==> src/rtl/led_array_scanner.sv <==
// Round-robin LED channel scanner: per-channel pattern registers behind a valid/ready
// write port, one-hot channel select with a blanking cycle at the start of every slot.
module led_array_scanner #(
    parameter int CHANNELS = 6,
    parameter int WIDTH    = 4,
    parameter int SLOT_LEN = 16
) (
    input  logic                        clk,
    input  logic                        rst,
    input  logic                        scan_en,
    input  logic                        wr_valid,
    output logic                        wr_ready,
    input  logic [$clog2(CHANNELS)-1:0] wr_chan,
    input  logic [WIDTH-1:0]            wr_data,
    input  logic [CHANNELS-1:0]         en_a,
    input  logic [CHANNELS-1:0]         en_b,
    input  logic [CHANNELS-1:0]         en_c,
    output logic [CHANNELS-1:0]         led_sel,
    output logic [WIDTH-1:0]            led_data,
    output logic                        frame_start,
    output logic                        err_oor
);
    // state | meaning
    // IDLE  | scan parked, outputs dark
    // BLANK | one dark cycle, shadow pattern and gate latched for ch
    // DRIVE | SLOT_LEN-1 cycles showing the shadowed pattern of ch
    localparam int CH_W  = $clog2(CHANNELS);
    localparam int CNT_W = $clog2(SLOT_LEN);

    typedef enum logic [1:0] {S_IDLE, S_BLANK, S_DRIVE} state_t;

    state_t              state_q, state_d;
    logic [CH_W-1:0]     ch_q, ch_d;
    logic [CNT_W-1:0]    cnt_q, cnt_d;
    logic [WIDTH-1:0]    shadow_q, shadow_d;
    logic                gate_q, gate_d;
    logic [CHANNELS-1:0] sel_q, sel_d;
    logic [WIDTH-1:0]    data_q, data_d;
    logic                fs_q, fs_d;
    logic [WIDTH-1:0]    pat_q [CHANNELS];
    logic                wr_ready_q;
    logic                err_q;
    logic                wr_accept;
    logic                wr_oor;

    assign wr_accept = wr_valid & wr_ready_q;
    assign wr_oor    = (32'(wr_chan) >= 32'(CHANNELS));

    always_ff @(posedge clk or posedge rst) begin
        if (rst) begin
            state_q  <= S_IDLE;
            ch_q     <= '0;
            cnt_q    <= '0;
            shadow_q <= '0;
            gate_q   <= 1'b0;
            sel_q    <= '0;
            data_q   <= '0;
            fs_q     <= 1'b0;
        end else begin
            state_q  <= state_d;
            ch_q     <= ch_d;
            cnt_q    <= cnt_d;
            shadow_q <= shadow_d;
            gate_q   <= gate_d;
            sel_q    <= sel_d;
            data_q   <= data_d;
            fs_q     <= fs_d;
        end
    end

    always_comb begin
        state_d = state_q;
        ch_d    = ch_q;
        cnt_d   = cnt_q;
        if (!scan_en) begin
            state_d = S_IDLE;
            ch_d    = '0;
            cnt_d   = '0;
        end else begin
            case (state_q)
                S_IDLE: begin
                    state_d = S_BLANK;
                    ch_d    = '0;
                    cnt_d   = '0;
                end
                S_BLANK: begin
                    state_d = S_DRIVE;
                    cnt_d   = '0;
                end
                S_DRIVE: begin
                    if (cnt_q == CNT_W'(SLOT_LEN - 2)) begin
                        state_d = S_BLANK;
                        cnt_d   = '0;
                        ch_d    = (ch_q == CH_W'(CHANNELS - 1)) ? '0 : ch_q + 1'b1;
                    end else begin
                        cnt_d = cnt_q + 1'b1;
                    end
                end
                default: begin
                    state_d = S_IDLE;
                    ch_d    = '0;
                    cnt_d   = '0;
                end
            endcase
        end
    end

    // Outputs are computed from the upcoming state so the registers line up with it;
    // a write landing on the BLANK edge is not seen by the shadow (old value wins).
    always_comb begin
        shadow_d = shadow_q;
        gate_d   = gate_q;
        if (state_q == S_BLANK) begin
            shadow_d = pat_q[ch_q];
            gate_d   = en_a[ch_q] & en_b[ch_q] & en_c[ch_q];
        end
        fs_d   = (state_d == S_BLANK) && (ch_d == '0);
        sel_d  = '0;
        data_d = '0;
        if (state_d == S_DRIVE && gate_d) begin
            sel_d  = CHANNELS'(1) << ch_d;
            data_d = shadow_d;
        end
    end

    always_ff @(posedge clk or posedge rst) begin
        if (rst) begin
            for (int i = 0; i < CHANNELS; i++) pat_q[i] <= '0;
            wr_ready_q <= 1'b1;
            err_q      <= 1'b0;
        end else if (wr_accept) begin
            wr_ready_q <= 1'b0;
            if (wr_oor) err_q <= 1'b1;
            else        pat_q[wr_chan] <= wr_data;
        end else begin
            wr_ready_q <= 1'b1;
        end
    end

    assign wr_ready    = wr_ready_q;
    assign err_oor     = err_q;
    assign led_sel     = sel_q;
    assign led_data    = data_q;
    assign frame_start = fs_q;
endmodule

==> config.mk <==
export PLATFORM = sky130hd
export DESIGN_NAME = led_array_scanner
export DESIGN_NICKNAME = d
export VERILOG_FILES = /design/src/rtl/led_array_scanner.sv
export SDC_FILE = /design/constraint.sdc
export NUM_CORES = 1
export LEC_CHECK = 0
export ABC_AREA = 0
export BUFFER_PORTS_ARGS = -buffer_cell sky130_fd_sc_hd__buf_4
export CORE_ASPECT_RATIO = 0.8
export CORE_MARGIN = 5
export CORE_UTILIZATION = 50
export DETAILED_ROUTE_END_ITERATION = 16
export HOLD_SLACK_MARGIN = 0.05
export PLACE_DENSITY = 0.81
export REMOVE_ABC_BUFFERS = 1
export SLEW_MARGIN = 20
export SYNTH_ARGS = -nofsm -noshare
export SYNTH_HDL_FRONTEND = slang
export SYNTH_SLANG_ARGS = --single-unit
export TNS_END_PERCENT = 30
==> constraint.sdc <==
create_clock -name clk -period 1.7 [get_ports clk]
set_input_delay 0.34 -clock clk [delete_from_list [all_inputs] [get_ports clk]]
set_output_delay 0.34 -clock clk [all_outputs]
set_load 0.02 [all_outputs]
======== After elaboration in Yosys (flattened, before gate mapping) ========
Cells that the tools add are included.
Widths: inputs -> output; s select.
storage, ports and cells
  register bits after elaboration ......... 51
  bits in latches ......................... 0
  bits in writable memories ............... 0
  ROM bits ................................ 0
  logic and storage cells ................. 70
  memories ................................ 0
cells by class
  add/sub/neg operators ................... 2
  $mul .................................... 0
  div/mod/pow operators ................... 0
  $lt $le $gt $ge ......................... 5
  equal/unequal tests ..................... 6
  shifts and indexed selects .............. 1
  mux-type cells .......................... 27
  bitwise gates (word level) .............. 6
  reductions and logical operators ........ 7
operators by type and width
  operator             count
  $mux 4               8
  $bwmux 24            1
  $bmux 4 s3           1
  $demux 4 s3          1
  $bmux 1 s3           3
  $mux 3               3
  $ge 4x4->1 const B   2
  $not 3->4            2
  $mux 6               1
  $pmux 2 s3           1
  $pmux 3 s2           1
  $shl 1x3->6 const A  1
  $mux 1               5
  $add 4x1->4 const B  1
  $eq 2x1->1 const B   2
  $eq 2x2->1 const B   2
  $eq 4x4->1 const B   1
  $lt 3x4->1 const B   1
  $lt 4x1->1 const B   1
  $mux 2               2
  $reduce_and 2->1     2
  $add 3x1->3 const B  1
  $and 1x1->1          3
  $eq 3x3->1 const B   1
  5 further kinds      7

======== Depth between registers and ports, before layout ========
Gate-level depths: netlist of the first run.
  depth in word-level cells ............... 7
  gate-level depth with buffers ........... 9

======== Worst setup path before layout of the first run ========
No wires, ideal clock.
  path type ............................... reg2reg
  from .................................... register state_q[0]
  to ...................................... register sel_q[3] (netlist: led_sel[3])
  setup time .............................. 0.080 ns
  arrival ................................. 1.801 ns
  data required time ...................... 1.620 ns
  setup slack ............................. -0.181 ns
  cell stages (with the launch flop) ...... 9
  path buffers ............................ 1
  cells stage by stage .................... dfrtp_1 -> inv_1 -> ha_1 -> clkbuf_8 -> nand3b_1 -> o22ai_2 -> nand2_1 -> or4b_1 -> nor3_2
on the way
  word-level cells in the longest chain between the ends .. 6
ends and longest elaborated chain
  element                             line  text
  from (decl)                         32    state_t state_q, state_d;
  from (signal assigned)              60    state_q <= state_d;
  $eq 2x2->1 (tied with other cells)  80    case (state_q)
  $pmux 2 s3                          80
  $mux 2                              75    if (!scan_en) begin
  $eq 2x2->1                          120   if (state_d == S_DRIVE && gate_d) begin
  $logic_and 1x1->1                   120
  $mux 6 (*)                          120
  net sel_d[3]                        37    logic [CHANNELS-1:0] sel_q, sel_d;
  to (signal assigned)                65    sel_q <= sel_d;
  to (decl)                           37
Mark *: on every way through the listed nets, which the timed path passes. The rest lies on a longest branch.
A chain may end at the register's enable or synchronous reset.

======== Worst setup path after layout of the first run ========
  from .................................... register state_q[0]
  to ...................................... register sel_q[4] (netlist: led_sel[4])
The elaborated chain is that of the path after synthesis.

==> results.md, run 1 <==
- The worst hold-check slack is approximately 0.069 ns.
- Dividing the detail-routed wire length by the instance count gives approximately 16 microns.
- The number of nets at the end of the flow is 326.
- Setup repair after global routing could not meet its margin everywhere.
- The number of vias per cell is 5.50.
- Data arrives at the worst endpoint at 2.08 ns.
- For the worst setup path, the data required time is around 1.9 ns.
- The share of the Yosys chip area taken by registers is 51.4%.
- The area overhead of the layout relative to synthesis is 34.4%.
- Across every metal layer, demand over resource in global routing totals 18.9%.
- The commonest register cell after synthesis is dfrtp_1.
- The post-synthesis area per instance is 11.6 sq um.
- The H-tree was split into 2 levels.
- The number of antenna diodes in the final layout is 0.
- Summed over all nets, the half-perimeter wirelength after detailed placement is 4080 microns.
- The maximum number of pins on one net before global-route repair is 52.
- The combined flip-flop and latch cell area is 1280 sq um.
- IR analysis of the VDD net gives a maximum drop of 0.000683 V.
- Buffers inserted to repair hold after CTS numbered 0.
- The total vias in the final route is slightly below 2000.
- Of all flip-flops after synthesis, the portion carrying an async set or reset was 100%.
- The worst relative slew slack is between 70% and 80%.
- In this run the tool buffered the top-level ports with 41 buffer cells.
- Setup total negative slack on the finished layout was measured at -1.11 ns.
- The type of element launching the critical path is a register.
- The number of register bits inferred by synthesis is 51.
- Leaving out fill and tap cells, the most frequent cell in the layout is buf_4.
- On the final layout, the worst clock skew is 0.00590 ns.
- The flow ran to the end, but the final reports show violations.
- The sink count of the clock tree is 51.
- The die is 88.9 microns wide.
- By startpoint and endpoint, the worst setup path is classified as register to register.
- The fmax is 0.540 GHz.
- The cell count after synthesis came out at ~220.
- The number of distinct library cell variants in the gate-level netlist after synthesis is 47.
- The hold violation count in the final report is 0.
- The initial detailed-routing violation count is 194.
- The number of global-route vias before repair is 1947.
- The worst setup slack before clock tree synthesis is -0.319 ns.
- The final setup violation count is 10.
- The initial antenna violation count is 0.
- TritonCTS built the clock tree.
- Pin placement for this block handled 42 I/O pins.
- The tool flagged a number of max-cap violations equal to 0.
- The die is 73.1 microns tall.
- In the final layout, the share of cells above drive strength 1 is 51.4%.
- The congestion estimate from routability-driven global placement came to 0.799.
- The total DRC errors in the routed layout is 0.
- Power comes to 3710 uW.
- The detail route stage leaves a number of antenna-violating nets equal to 0.
- In this run the worst path has a maximum fanout of 7.
- The final critical-path required period is 1.85 ns.
- The checks that failed: negative setup slack.
- The fraction of the cycle the final worst path needs is 109%.
- The total power divided by cell area is 1110 nW/um^2.
- The least setup slack across all paths after layout is -0.151 ns.
- The total area inside the core boundary comes to ~4900 sq um.
- The kind of path behind the tightest hold check is primary input to asynchronous set/reset pin.
- The analysis attributes to cell leakage a power of about 0.0015 uW.
- For the worst-skew pair, the clock arrives at the later sink with an insertion delay of 0.31 ns.
- The worst setup path is captured at a register.
- Before antenna repair, the detailed router went through 5 iterations.
- The clock-pin slew on the worst setup and hold paths is 0.09 ns.
- Measured on the finished design, the core utilization comes to 67.9%.
- The routed wire length is 5790 microns.
- The Yosys warning count is 0.
- The first global-routing pass estimated 9350 microns of wire.
- The library cells used most frequently in the layout, excluding fill and tap cells, are buf_4 (77), dfrtp_1 (48), mux2_2 (29).
- The floorplan has 23 rows.
- The clock passes through at most 2 buffers.
- The initial utilization of the core area, before any placement, comes to 50.5%.
- The layout filler cell count is 346.
- At the pin with the least slew margin, the transition time is 0.426 ns.
- The die covers 6490 sq um.
- The final number of max-transition violations is 0.
- The number of buffers added by the clock tree synthesis step is 5.
- The area occupied by multi-input gates is 1230 sq um.
- The synthesized netlist occupies a cell area of between 2000 and 2500 sq um.
- The clock root buffer master is clkbuf_8.
- The remaining global-route overflow is 0.
- The number of enable-type register cells in the synthesized netlist is 0.
[layer usage]
metal / global-route usage [%] / routed length, microns / vias to the layer above
li1: - / - / 923
met1: 28.1 / 2630 / 947
met2: 27.3 / 2680 / 57
met3: 3.16 / 318 / 19
met4: 7.89 / 161 / 0
met5: 0 / 0 / -
[layout make-up]
type	instances	share of cell area (%)
Sequential cell	51	38.3
Multi-Input combinational cell	146	36.9
Timing Repair Buffer	79	18.2
Tap cell	62	2.32
Clock buffer	5	2.06
Clock inverter	3	1.31
Inverter	8	0.899
[critical path, stage by stage (launching register included)]
cell and delay [ns]:
dfrtp_1 0.42, inv_2 0.10, ha_4 0.18, nor2_1 0.14
a211oi_1 0.14, nand3b_1 0.19, or3_4 0.44, nor3_2 0.17
[logic make-up after synthesis]
family | synth area share (%)
multiplexers | 17.2
buffers and inverters | 3.72
AO/OA/AOI/OAI | 8.65
XOR/XNOR | 0.704
flip-flops | 51.4
adder cells (fa/ha/maj) | 3.02
AND/OR/NAND/NOR | 15.4
[power by group]
group | internal (uW) | leakage, uW | total (uW) | switching, uW
Combinational | 654 | 0.000820 | 1290 | 633
Clock | 438 | 0.0000581 | 835 | 397
Sequential | 1470 | 0.000641 | 1590 | 125
Total | 2560 | 0.00152 | 3710 | 1160
[final timing paths]
kind | slack (ns) | cells after the start | end | from
setup / recovery | -0.15 | 7 | led_sel[4]$_DFF_PP0_ | state_q[0]$_DFF_PP0_
hold / removal | 0.07 | 3 | cnt_q[2]$_DFF_PP0_ | rst
setup reg to reg | -0.15 | 7 | led_sel[4]$_DFF_PP0_ | state_q[0]$_DFF_PP0_
hold reg to reg | 0.47 | 1 | err_oor$_DFFE_PP0P_ | err_oor$_DFFE_PP0P_
max in group asynchronous | 1.35 | 3 | wr_ready$_DFF_PP1_ | rst
min in group clk | 0.21 | 2 | wr_ready$_DFF_PP1_ | wr_valid
[per-stage QoR]
stage	cell area, sq um	cells
after floorplan	2420	205
after global placement	3060	340
after detailed placement	3060	340
after CTS	3280	353
after global routing	3340	354
final	3340	354
[synthesized netlist by cell type (all sizes together), types with 2 or more instances]
cell    instances  share of area [%]
nand4           5                1.3
nand3           9                1.8
o21ai           2               0.40
ha              6                3.0
or3             2               0.50
o22ai           5                1.5
clkbuf          3               0.86
dfrtp          50                 50
nand2           9                1.7
nor3            4                1.0
nor2b           5                1.3
and4            2               0.75
nand2b          2               0.50
inv             8                1.2
or2             2               0.50
nand4b          2               0.70
mux2           29                 13
mux2i          10                4.0
nor2           19                2.9
a211oi          3               0.91
buf             7                1.7
a21oi          13                2.6
nand3b          2               0.60
[sequential cells by signal (all words and copies together) (netlist names)]
name	cells
state_q	2
led_sel	6
pat_q	24
err_oor	1
cnt_q	4
wr_ready	1
frame_start	1
ch_q	3
gate_q	1
led_data	4
shadow_q	4
[timing repair]
item | 4_1_cts | 5_1_grt
gates resized for setup | 17 | 16
pin swaps | 8 | 6
endpoints found under the setup margin | 13 | 25
buffers inserted | 5 | 1
(Power assumes the default switching activity.)
==> inputs of run 2 (changes only) <==
==> constraint.sdc (replaced) <==
create_clock -name clk -period 1.5 [get_ports clk]
set_input_delay 0.3 -clock clk [delete_from_list [all_inputs] [get_ports clk]]
set_output_delay 0.3 -clock clk [all_outputs]
set_load 0.02 [all_outputs]
==> results.md, run 2 (same netlist as run 1, synthesis figures left out) <==
- The net switching power was 1350 uW (was 1160 uW).
- The total cell area at the placement stage is 3110 sq um (was 3060 sq um).
- The number of vias per cell is 5.63 (was 5.50).
- The final critical-path required period is 1.87 ns (was 1.85 ns).
- The total vias in the final route was 2006 (was 1946).
- The detailed placer's ending HPWL is 4260 microns (was 4080 microns).
- The stage delay of the slowest cell on the critical path is 0.53 ns (was 0.44 ns).
- The floorplan core area was 4920 sq um (unchanged).
- The number of nets at the end of the flow came to 328 (was 326).
- The detail-routed net length per standard cell came to 17.1 microns (was 16.4 microns).
- The cell type group with the largest total delay on the critical path is simple AND/OR/NAND/NOR gates (unchanged).
- The clock latency on the worst-skew pair is 0.31 ns (about the same).
- The proportion of total power due to net switching is 31.5% (was 31.1%).
- Unrepaired setup endpoints after global routing: yes (unchanged).
- The cell-internal power was 2940 uW (was 2560 uW).
- The area overhead of the layout relative to synthesis was 38.4% (was 34.4%).
- The startpoint of the tightest hold check path is wr_data[3].
- The least setup slack across all paths after layout is -0.367 ns (was -0.151 ns).
- The number of routed nets with antenna violations is 0 (unchanged).
- The peak supply drop was 0.000750 V (was 0.000683 V).
- The fraction of the cycle the final worst path needs is 124% (was 109%).
- The initial antenna violation count is 0 (unchanged).
- The deepest clock path buffer count is 2 (unchanged).
- The CTS tree is yes (unchanged).
- The static leakage is 0.00154 uW (was 0.00152 uW).
- The number of buffers added by the clock tree synthesis step is 5 (unchanged).
- Commonest cells after routing, fill and taps aside: buf_4 (76), dfrtp_1 (48), mux2_2 (22) (was buf_4 (77), dfrtp_1 (48), mux2_2 (29)).
- The total power divided by cell area is 1250 nW/um^2 (was 1110 nW/um^2).
- The area occupied by multi-input gates is 1300 sq um (was 1230 sq um).
- The share of total power in sequential cells is 41.9% (was 42.8%).
- The number of buffers and inverters on the critical path is 1 (unchanged).
- The highest-delay cell along the critical path is or4b_4 (was or3_4).
- The worst relative slew slack is 66.2% (was 71.5%).
- The register with the highest flop count is pat_q (unchanged).
- The maximum clock skew at final layout is 0.0111 ns (was 0.00590 ns).
- The H-tree level count is 2 (unchanged).
- The arrival time at the worst endpoint is 2.11 ns (was 2.08 ns).
- The total die area is 6490 sq um (unchanged).
- The first-pass detailed-route iteration total is 4 (was 5).
- The transition time at the pin with the least slew margin is 0.506 ns (was 0.426 ns).
- The biggest fanout along the worst timing path is 6 (was 7).
- The clock root buffer master is clkbuf_8 (unchanged).
- The global-route wire length before repair is 9740 microns (was 9350 microns).
- Critical-path cell list: inv_1 -> ha_2 -> and3_4 -> nand2_4 -> o32ai_4 -> or4b_4 -> nor2_1 (was inv_2 -> ha_4 -> nor2_1 -> a211oi_1 -> nand3b_1 -> or3_4 -> nor3_2).
- The worst path required time is 1.74 ns (was 1.93 ns).
- The count of port buffers added during placement is 41 (unchanged).
- The critical path capture point type is a register (unchanged).
- The fmax is 0.536 GHz (was 0.540 GHz).
- The width of the die is 88.9 microns (unchanged).
- The power consumption is 4290 uW (was 3710 uW).
- The maximum number of pins on one net before global-route repair is 22 (was 52).
- The total instance count after detailed placement is 344 (was 340).
- The setup TNS after final layout is -3.76 ns (was -1.11 ns).
- The floorplan die height is 73.1 microns (unchanged).
- The layout filler cell count is 324 (was 346).
- The final setup violation count was 20 (was 10).
- The post-route non-filler standard cell count is 356 (was 354).
- The number of flip-flops in the largest register is 24 (unchanged).
- The effective utilization at floorplan came to 50.5% (unchanged).
- The number of global-route vias before repair was 1965 (was 1947).
- The I/O pin count came to 42 (unchanged).
- The kind of path behind the tightest hold check was primary input to register (was primary input to asynchronous set/reset pin).
- Violations in the final reports: negative setup slack (unchanged).
- The combined flip-flop and latch cell area came to 1280 sq um (unchanged).
- The critical path launch point is cnt_q[0]$_DFF_PP0_ (was state_q[0]$_DFF_PP0_).
- The type of element launching the critical path is a register (unchanged).
- The total DRC errors in the routed layout is 0 (unchanged).
- The sink count of the clock tree came to 51 (unchanged).
- The clock-pin slew on the worst setup and hold paths is 0.09 ns (about the same).
- The hold violation count in the final report is 0 (unchanged).
- The most frequent standard cell in the layout excluding fill and tap cells is buf_4 (unchanged).
- The part of the total power dissipated in combinational logic is 35.8% (was 34.7%).
- The final weighted congestion of routability-driven global placement is 0.822 (was 0.799).
- The worst hold-check slack is 0.276 ns (was 0.0690 ns).
- The standard-cell row count was 23 (unchanged).
- The max capacitance violation total is 0 (unchanged).
- The final number of max-transition violations came to 0 (unchanged).
- The global-route total usage across every layer is 19.6% (was 18.9%).
- The startpoint of the lowest-slack register-to-register path was cnt_q[0]$_DFF_PP0_ (was state_q[0]$_DFF_PP0_).
- The share of layout cells above drive strength 1 came to 51.7% (was 51.4%).
- The routed wire length is 6090 microns (was 5790 microns).
- Status: finished with violations (unchanged).
- The final cell area excluding filler cells came to 3440 sq um (was 3340 sq um).
- The remaining global-route overflow was 0 (unchanged).
- The initial detailed-routing violation count came to 138 (was 194).
- The number of antenna repair diodes is 0 (unchanged).
- The critical setup path kind is register to register (unchanged).
- The part of the power in the clock network is 22.3% (was 22.5%).
## run 2: cell types whose count changed in the layout (fill, tap and decap cells not counted), moves of 2 or more
cell     before  now
mux2_2       29   22
mux2_4        0    7
a21oi_1      13   11
a21oi_2       0    2
## run 2: power groups by stage
stage               Sequential, uW  Combinational, uW  Clock [uW]
floorplan                     1830                711           0
global placement              1800               1230           0
detailed placement            1820               1270           0
CTS                           1790               1430         975
global route                  1830               1650        1030
finish                        1800               1540         956
## run 2: stage by stage
step	utilization, %	setup WS [ns]
6_report	69.9	-0.367
5_1_grt	69.9	-0.464
4_1_cts	67.8	-0.328
3_3_place_gp	63.1	-0.422
2_1_floorplan	-	-0.561
3_5_place_dp	63.1	-0.556
## run 2: layer usage
metal,part of all wire [%],track usage [%]
met3,6.1,3.72
met4,1.2,5.70
met5,0,0
met1,44,28.4
met2,48,30.0
## run 2: area by class of cell
type	instances	area share, %
multi-input combinational	146	37.7
sequential	51	37.2
timing repair buffer	81	18.8
tap	62	2.25
clock buffer	6	2.11
clock inverter	2	1.09
inverter	8	0.872
## run 2: what timing repair did
| action | 4_1_cts | 5_1_grt |
|---|---|---|
| hold endpoints to repair | 18 | 0 |
| pin swaps | 9 | 13 |
| gates resized for setup | 23 | 24 |
| hold buffers | 1 | 0 |
| buffers inserted | 3 | 0 |
| setup endpoints to repair | 30 | 30 |
## run 2: path summary, 6_finish.rpt
path / slack, ns / cells past startpoint / to
worst max-delay path: -0.37 / 7 / led_sel[2]$_DFF_PP0_
worst min-delay path: 0.28 / 2 / pat_q[11]$_DFFE_PP0P_
worst max register to register: -0.37 / 7 / led_sel[2]$_DFF_PP0_
worst min register to register: 0.49 / 1 / err_oor$_DFFE_PP0P_
max in group asynchronous: 0.44 / 4 / ch_q[0]$_DFF_PP0_
min in group asynchronous: 0.58 / 3 / pat_q[20]$_DFFE_PP0P_
